--- src/rtl/seq_counter_7seg.sv ---
// Multi-digit BCD sequence counter with a time-base prescaler and a
// multiplexed 7-segment scan driver.
module seq_counter_7seg #(
   parameter int unsigned NUM_DIGITS     = 2,
   parameter int unsigned TICK_DIV       = 20000000,
   parameter int unsigned SCAN_DIV       = 1000,
   parameter int unsigned MAX_COUNT      = 99,
   parameter bit          SEG_ACTIVE_LOW = 1'b1,
   parameter bit          BLANK_LZ       = 1'b1
) (
   input  logic                    clk,
   input  logic                    rst,
   input  logic                    en,
   input  logic [1:0]              mode,
   input  logic                    load,
   input  logic [4*NUM_DIGITS-1:0] load_val,
   output logic [4*NUM_DIGITS-1:0] count,
   output logic                    step,
   output logic                    wrap,
   output logic [6:0]              seg,
   output logic [NUM_DIGITS-1:0]   dig_sel
);
   localparam int unsigned CW     = 4 * NUM_DIGITS;
   localparam int unsigned DIV_W  = $clog2(TICK_DIV);
   localparam int unsigned SCAN_W = (SCAN_DIV > 1) ? $clog2(SCAN_DIV) : 1;
   localparam int unsigned IDX_W  = (NUM_DIGITS > 1) ? $clog2(NUM_DIGITS) : 1;

   function automatic logic [CW-1:0] to_bcd(input int unsigned v);
      logic [CW-1:0] r;
      int unsigned   x;
      r = '0;
      x = v;
      for (int unsigned i = 0; i < NUM_DIGITS; i++) begin
         r[4*i +: 4] = 4'(x % 10);
         x = x / 10;
      end
      return r;
   endfunction

   function automatic logic [CW-1:0] bcd_inc(input logic [CW-1:0] v);
      logic [CW-1:0] r;
      logic          c;
      r = v;
      c = 1'b1;
      for (int unsigned i = 0; i < NUM_DIGITS; i++) begin
         if (c) begin
            if (v[4*i +: 4] == 4'd9) r[4*i +: 4] = 4'd0;
            else begin
               r[4*i +: 4] = v[4*i +: 4] + 4'd1;
               c = 1'b0;
            end
         end
      end
      return r;
   endfunction

   function automatic logic [CW-1:0] bcd_dec(input logic [CW-1:0] v);
      logic [CW-1:0] r;
      logic          b;
      r = v;
      b = 1'b1;
      for (int unsigned i = 0; i < NUM_DIGITS; i++) begin
         if (b) begin
            if (v[4*i +: 4] == 4'd0) r[4*i +: 4] = 4'd9;
            else begin
               r[4*i +: 4] = v[4*i +: 4] - 4'd1;
               b = 1'b0;
            end
         end
      end
      return r;
   endfunction

   // Segment pattern {a..g} with 1 = lit; non-decimal codes stay dark.
   function automatic logic [6:0] seg7(input logic [3:0] d);
      case (d)
         4'd0:    return 7'b1111110;
         4'd1:    return 7'b0110000;
         4'd2:    return 7'b1101101;
         4'd3:    return 7'b1111001;
         4'd4:    return 7'b0110011;
         4'd5:    return 7'b1011011;
         4'd6:    return 7'b1011111;
         4'd7:    return 7'b1110000;
         4'd8:    return 7'b1111111;
         4'd9:    return 7'b1111011;
         default: return 7'b0000000;
      endcase
   endfunction

   localparam logic [CW-1:0] MAX_BCD   = to_bcd(MAX_COUNT);
   localparam logic [CW-1:0] MAXM1_BCD = to_bcd(MAX_COUNT - 1);
   localparam logic [CW-1:0] ONE_BCD   = to_bcd(1);
   localparam logic [6:0]    SEG_RST   = SEG_ACTIVE_LOW ? ~7'b1111110 : 7'b1111110;

   typedef enum logic {DIR_UP, DIR_DOWN} dir_t;

   dir_t              dir, dir_nx;
   logic [DIV_W-1:0]  div_cnt, div_nx;
   logic [CW-1:0]     count_nx;
   logic              step_nx, wrap_nx, expire, load_ok;
   logic [SCAN_W-1:0] scan_cnt;
   logic [IDX_W-1:0]  idx;
   logic              scan_hit, zero_above, cur_blank;
   logic [3:0]        cur_digit;
   logic [6:0]        lit, seg_nx;
   logic [NUM_DIGITS-1:0] sel_nx;

   always_comb begin
      div_nx   = div_cnt;
      count_nx = count;
      dir_nx   = dir;
      step_nx  = 1'b0;
      wrap_nx  = 1'b0;
      expire   = en && (div_cnt == DIV_W'(TICK_DIV - 1));
      // Valid BCD compares correctly as a plain unsigned vector.
      load_ok  = (load_val <= MAX_BCD);
      for (int unsigned i = 0; i < NUM_DIGITS; i++)
         if (load_val[4*i +: 4] > 4'd9) load_ok = 1'b0;
      if (mode != 2'b10) dir_nx = DIR_UP;
      if (load) begin
         div_nx   = '0;
         dir_nx   = DIR_UP;
         count_nx = load_ok ? load_val : '0;
      end else if (expire) begin
         div_nx  = '0;
         step_nx = 1'b1;
         case (mode)
            2'b00: begin
               if (count == MAX_BCD) begin
                  count_nx = '0;
                  wrap_nx  = 1'b1;
               end else count_nx = bcd_inc(count);
            end
            2'b01: begin
               if (count == '0) begin
                  count_nx = MAX_BCD;
                  wrap_nx  = 1'b1;
               end else count_nx = bcd_dec(count);
            end
            2'b10: begin
               if (dir == DIR_UP) begin
                  if (count == MAX_BCD) begin
                     count_nx = MAXM1_BCD;
                     dir_nx   = DIR_DOWN;
                     wrap_nx  = 1'b1;
                  end else count_nx = bcd_inc(count);
               end else begin
                  if (count == '0) begin
                     count_nx = ONE_BCD;
                     dir_nx   = DIR_UP;
                     wrap_nx  = 1'b1;
                  end else count_nx = bcd_dec(count);
               end
            end
            default: ;
         endcase
      end else if (en) begin
         div_nx = div_cnt + 1'b1;
      end
   end

   always_ff @(posedge clk or posedge rst) begin
      if (rst) begin
         count   <= '0;
         div_cnt <= '0;
         step    <= 1'b0;
         wrap    <= 1'b0;
         dir     <= DIR_UP;
      end else begin
         count   <= count_nx;
         div_cnt <= div_nx;
         step    <= step_nx;
         wrap    <= wrap_nx;
         dir     <= dir_nx;
      end
   end

   // Scan from the top digit down so zero_above covers digit k and all above it.
   always_comb begin
      scan_hit   = (scan_cnt == SCAN_W'(SCAN_DIV - 1));
      cur_digit  = '0;
      cur_blank  = 1'b0;
      zero_above = 1'b1;
      sel_nx     = '0;
      for (int unsigned k = NUM_DIGITS; k > 0; k--) begin
         zero_above = zero_above && (count[4*(k-1) +: 4] == 4'd0);
         if (idx == IDX_W'(k - 1)) begin
            cur_digit     = count[4*(k-1) +: 4];
            cur_blank     = BLANK_LZ && (k > 1) && zero_above;
            sel_nx[k-1]   = 1'b1;
         end
      end
      lit    = cur_blank ? 7'b0000000 : seg7(cur_digit);
      seg_nx = SEG_ACTIVE_LOW ? ~lit : lit;
   end

   always_ff @(posedge clk or posedge rst) begin
      if (rst) begin
         scan_cnt <= '0;
         idx      <= '0;
         seg      <= SEG_RST;
         dig_sel  <= NUM_DIGITS'(1);
      end else begin
         if (scan_hit) begin
            scan_cnt <= '0;
            idx      <= (idx == IDX_W'(NUM_DIGITS - 1)) ? '0 : idx + 1'b1;
         end else begin
            scan_cnt <= scan_cnt + 1'b1;
         end
         seg     <= seg_nx;
         dig_sel <= sel_nx;
      end
   end
endmodule

--- config.mk ---
export PLATFORM = sky130hd
export DESIGN_NAME = seq_counter_7seg
export DESIGN_NICKNAME = d
export VERILOG_FILES = /design/src/rtl/seq_counter_7seg.sv
export SDC_FILE = /design/constraint.sdc
export NUM_CORES = 1
export LEC_CHECK = 0
export CAP_MARGIN = 30
export CORE_MARGIN = 2
export CORE_UTILIZATION = 45
export DETAILED_ROUTE_END_ITERATION = 12
export PLACE_DENSITY = 0.75
export SLEW_MARGIN = 20
export SYNTH_ARGS = -nofsm -noshare
export SYNTH_HDL_FRONTEND = slang
export SYNTH_SLANG_ARGS = --single-unit
--- constraint.sdc ---
create_clock -name clk -period 3.7 [get_ports clk]
set_input_delay 0.37 -clock clk [delete_from_list [all_inputs] [get_ports clk]]
set_output_delay 0.37 -clock clk [all_outputs]
set_load 0.005 [all_outputs]
==> results of run 1 <==
-- sequential cells by signal, summed over array words and instances, names as in the netlist --
register  flops
dir           1
wrap          1
seg           7
count         8
div_cnt      25
idx           1
scan_cnt     10
dig_sel       2
step          1
-- per-stage QoR --
step | cell area, um^2 | cells | utilization | power (uW) | setup slack [ps]
finish | 4060 | 517 | 0.523 | 1270 | 1310
global route | 4060 | 517 | 0.523 | 1330 | 1180
CTS | 4040 | 516 | 0.520 | 1270 | 1360
detailed placement | 3950 | 508 | 0.509 | 939 | 1090
global placement | 3950 | 508 | 0.509 | 936 | 1200
floorplan | 3630 | 394 | - | 840 | 1710
-- routing by layer --
layer | track usage | routed length, um
met1 | 0.255 | 3730
met2 | 0.307 | 3740
met3 | 0.0265 | 301
met4 | 0.0423 | 102
met5 | 0 | 0
-- cell type report --
cell class,count,area [um^2]
tap,102,128
inverter,14,52.6
multi-input combinational,302,2030
fill,724,3700
sequential,56,1400
timing repair buffer,35,355
clock inverter,2,16.3
clock buffer,6,72.6
-- Yosys cell counts, types with 6 or more instances --
cell	count
xor2_1	19
inv_1	14
nor2_1	45
a21oi_1	17
nand2_1	28
clkbuf_1	6
mux2i_1	8
nand3_1	22
nand4_1	13
o21ai_0	18
ha_1	17
and3_1	9
xnor2_1	9
dfrtp_1	54
-- power by group through the flow --
stage / Clock, uW / Sequential [uW] / Combinational (uW)
floorplan: 0 / 672 / 168
global placement: 0 / 680 / 256
detailed placement: 0 / 681 / 259
CTS: 345 / 669 / 260
global route: 367 / 674 / 293
finish: 333 / 669 / 264
-- kinds of logic after synthesis --
family | Yosys count | synth area share
and+or+nand+nor | 172 | 0.265
buffers and inverters | 36 | 0.0531
adders and majority gates | 17 | 0.0586
xor gates and xnor gates | 28 | 0.0675
muxes | 10 | 0.0283
DFF | 56 | 0.387
AOI/OAI and AO/OA | 75 | 0.141
-- worst max-delay path: stages, from the launching register on --
cell and delay, ps:
dfrtp_1 530, inv_1 140, ha_1 250, or3b_2 510
nor3_1 400, o221a_1 270, a311o_1 100, a21oi_1 60
-- worst max-delay path by stage --
stage,startpoint,to,slack (ps),cells past startpoint
finish,count[4]$_DFFE_PP0P_,count[4]$_DFFE_PP0P_,1310,7
global route,count[4]$_DFFE_PP0P_,count[4]$_DFFE_PP0P_,1180,7
CTS,count[4]$_DFFE_PP0P_,count[4]$_DFFE_PP0P_,1360,7
detailed placement,en,div_cnt[3]$_DFFE_PP0P_,1090,6
global placement,en,div_cnt[20]$_DFFE_PP0P_,1200,6
floorplan,count[0]$_DFFE_PP0P_,count[4]$_DFFE_PP0P_,1710,8
==> flow_summary.json, run 1 <==
{
  "maxSlewHeadroom": 0.483,
  "drt-initial-drc-count": 257,
  "cts_hold_buf": 0,
  "p_switching_uw": 365,
  "leakage_uw": 0.00171,
  "synth_edf_count": 0,
  "cap_violations": 0,
  "io_pins": 33,
  "synth.distinct_cells": 67,
  "mostFrequentLayoutCell": "dfrtp_1",
  "clkPwrFrac": 0.263,
  "whs_ps": 267,
  "end_kind": "register",
  "wl_per_cell_um": 15.2,
  "reg2reg_setup_slack_ps": 1310,
  "reg2reg_to": "count[4]$_DFFE_PP0P_",
  "tns_ps": 0,
  "syn_inst": 394,
  "r2r_start": "count[4]$_DFFE_PP0P_",
  "place.gp.congestion": 0.885,
  "die_w_um": 93.8,
  "synth_area_um2": 3630,
  "fmax_mhz": 419,
  "postCtsSetupBuffers": 0,
  "power_frac_comb": 0.208,
  "worstPathRequired_ps": 3900,
  "power.internal_uw": 901,
  "routed_wl_mm": 7.87,
  "ant_nets": 0,
  "drv_slew": 0,
  "rsz0062_at_grt": "false",
  "synth_top_area_share": 0.372,
  "ctsResizeCount": 0,
  "p_per_area_nw_per_um2": 312,
  "max_slew.worst_pin.slew_ps": 769,
  "finalHoldViolCount": 0,
  "path_clk_slew_ps": 100,
  "ys_top_cells_by_area": "dfrtp_1 37%, ha_1 5.9%, nor2_1 4.7%",
  "hpwl_mm": 5.68,
  "clock_sinks": 56,
  "clockRootBuffer": "clkbuf_8",
  "drt-vias-per-instance": 5.72,
  "start_util": 0.467,
  "hp-class": "primary input to asynchronous set/reset pin",
  "grt.total_usage": 0.184,
  "vias": 2957,
  "period_needed_ps": 2390,
  "yosys_warnings": 0,
  "clock_skew_ps": 10.2,
  "avgSynthCellArea_um2": 9.22,
  "outcome": "finished, final reports clean",
  "critPathLaunchType": "register",
  "dieArea_um2": 8800,
  "area_growth_pct": 11.9,
  "async_flop_share": 1.00,
  "netlist.top_cell.by_area": "dfrtp_1",
  "reg2regPathDepth": 7,
  "syn_nets": 425,
  "path_max_fanout": 11,
  "io_buffers": 32,
  "grt_first_pass_wirelength_mm": 13.2,
  "first_pass_iters": 4,
  "pwr-share-seq": 0.528,
  "critPathKind": "register to register",
  "nets": 445,
  "htreeDepth": 2,
  "num_rows": 32,
  "finalSetupViolCount": 0,
  "critPathArrivalTime_ps": 2580,
  "ys_seq_elements": 56,
  "final_layout_size_suffix_gt1_frac": 0.0699,
  "clockBufferDepth": 2,
  "power_switching_share": 0.288,
  "diodes": 0,
  "grt_max_degree": 44,
  "die_h_um": 93.8,
  "ys_seq_area_frac": 0.387,
  "ys.flop_type": "dfrtp_1",
  "gr-total-overflow": 0,
  "drc": 0,
  "ir_drop_mv": 0.229,
  "clk_latency_ps": 310,
  "cts_buffers": 5,
  "core_region_area_um2": 7770,
  "antenna_found_initial": 0,
  "grt_pass1_vias": 2836,
  "period_share": 0.645,
  "cts_tree": "yes",
  "final_cell_mix": "54 x dfrtp_1, 45 x nor2_1, 32 x clkdlybuf4s50_1"
}
Power figures use the tool's default switching activity.
==> inputs of run 2 (changes only) <==
Settings changed: PLACE_DENSITY 0.75 to 0.77.
Clock period 3.7 ns to 2.1 ns, I/O delays scaled along.
==> flow_summary.json, run 2 (same netlist as run 1, synthesis figures left out) <==
{
  "regMostFlops": "div_cnt",
  "end_kind": "register",
  "maxSlewHeadroom": 0.612,
  "final_layout_size_suffix_gt1_frac": 0.169,
  "htreeDepth": 2,
  "final_cell_area_um2": 4420,
  "diodes": 0,
  "drc": 0,
  "rsz0062_at_grt": "false",
  "tns_ps": 0,
  "power_frac_comb": 0.258,
  "clkPwrFrac": 0.257,
  "clock_sinks": 56,
  "wl_met1_mm": 3.91,
  "leakage_uw": 0.00192,
  "drt-initial-drc-count": 258,
  "grt.total_usage": 0.198,
  "nets": 486,
  "final_cell_mix": "54 x dfrtp_1, 45 x nor2_1, 42 x buf_4",
  "first_pass_iters": 5,
  "grt_max_degree": 42,
  "critPathArrivalTime_ps": 2240,
  "power.internal_uw": 1670,
  "pwr-share-seq": 0.485,
  "hp-class": "primary input to asynchronous set/reset pin",
  "path_clk_slew_ps": 110,
  "start_util": 0.467,
  "cts_buffers": 5,
  "critPathKind": "register to register",
  "mostFrequentLayoutCell": "dfrtp_1",
  "grt_first_pass_wirelength_mm": 13.9,
  "core_region_area_um2": 7770,
  "num_rows": 32,
  "whs_ps": 166,
  "cts_tree": "yes",
  "ctsResizeCount": 0,
  "place_area_um2": 4290,
  "drv_slew": 0,
  "hpwl_mm": 6.24,
  "utilization": 0.569,
  "period_share": 0.949,
  "gr-total-overflow": 0,
  "p_per_area_nw_per_um2": 532,
  "met3_length_um": 412,
  "antenna_found_initial": 0,
  "critPathLaunchType": "register",
  "clk_latency_ps": 320,
  "postCtsSetupBuffers": 0,
  "io_buffers": 32,
  "nFillCells": 709,
  "dieArea_um2": 8800,
  "outcome": "finished, final reports clean",
  "place.gp.congestion": 0.951,
  "fin_ws_ps": 107,
  "dr_wl_met2_mm": 3.85,
  "vias": 3144,
  "p_switching_uw": 685,
  "die_h_um": 93.8,
  "cap_violations": 0,
  "fmax_mhz": 502,
  "power_switching_share": 0.291,
  "period_needed_ps": 1990,
  "clockBufferDepth": 2,
  "grt_pass1_vias": 2916,
  "io_pins": 33,
  "finalSetupViolCount": 0,
  "wl_per_cell_um": 14.9,
  "path_max_fanout": 5,
  "top_layer": "met4",
  "routed_wl_mm": 8.33,
  "clockRootBuffer": "clkbuf_8",
  "cts_hold_buf": 0,
  "reg_top3": "div_cnt x25, scan_cnt x10, count x8",
  "worstPathRequired_ps": 2350,
  "max_slew.worst_pin.slew_ps": 577,
  "die_w_um": 93.8,
  "finalHoldViolCount": 0,
  "clock_skew_ps": 14.0,
  "place_ws_ps": -142,
  "drt-vias-per-instance": 5.63,
  "ant_nets": 0,
  "ir_drop_mv": 0.347,
  "largest_reg_flops": 25,
  "area_growth_pct": 21.8
}
==> run 2: metal layers <==
layer  global-route usage  vias up
li1                     -     1526
met1                0.279     1506
met2                0.311       94
met3               0.0361       18
met4               0.0592        0
met5                    0        -
==> run 2: path summary, 6_finish.rpt <==
| kind | from | end | slack, ps | cells after the start |
|---|---|---|---|---|
| max | count[4]$_DFFE_PP0P_ | count[4]$_DFFE_PP0P_ | 110 | 8 |
| min | rst | scan_cnt[9]$_DFF_PP0_ | 170 | 2 |
| max reg2reg | count[4]$_DFFE_PP0P_ | count[4]$_DFFE_PP0P_ | 110 | 8 |
| min reg2reg | scan_cnt[9]$_DFF_PP0_ | scan_cnt[9]$_DFF_PP0_ | 480 | 1 |
| max in group asynchronous | rst | div_cnt[6]$_DFFE_PP0P_ | 1410 | 3 |
| min in group clk | load_val[7] | count[7]$_DFFE_PP0P_ | 470 | 3 |
==> run 2: area by class of cell <==
class                      instances  area, um^2  area share
multi-input combinational        302        2070       0.469
sequential                        56        1400       0.317
clock buffer                       6        72.6      0.0164
tap                              102         128      0.0289
timing repair buffer              76         676       0.153
clock inverter                     2        16.3     0.00368
inverter                          14        52.6      0.0119
==> run 2: stage by stage <==
stage / power, uW / std cells
after floorplan: 1480 / 394
after global placement: 1740 / 550
after detailed placement: 1750 / 550
after CTS: 2360 / 558
after global routing: 2470 / 558
final: 2350 / 558
==> run 2: power by group through the flow <==
stage | Combinational (uW) | Clock (uW) | Sequential, uW
6_report | 608 | 604 | 1140
3_5_place_dp | 592 | 0 | 1160
3_3_place_gp | 583 | 0 | 1160
2_1_floorplan | 296 | 0 | 1180
5_1_grt | 670 | 655 | 1150
4_1_cts | 595 | 620 | 1140
==> run 2: worst max-delay path, stage by stage (launching register included) <==
cell and delay (ps):
dfrtp_1 400, inv_1 100, ha_1 160, buf_4 130, nor3b_1 490, a21oi_1 140
nor3b_1 260, a22oi_1 120, a21oi_1 130
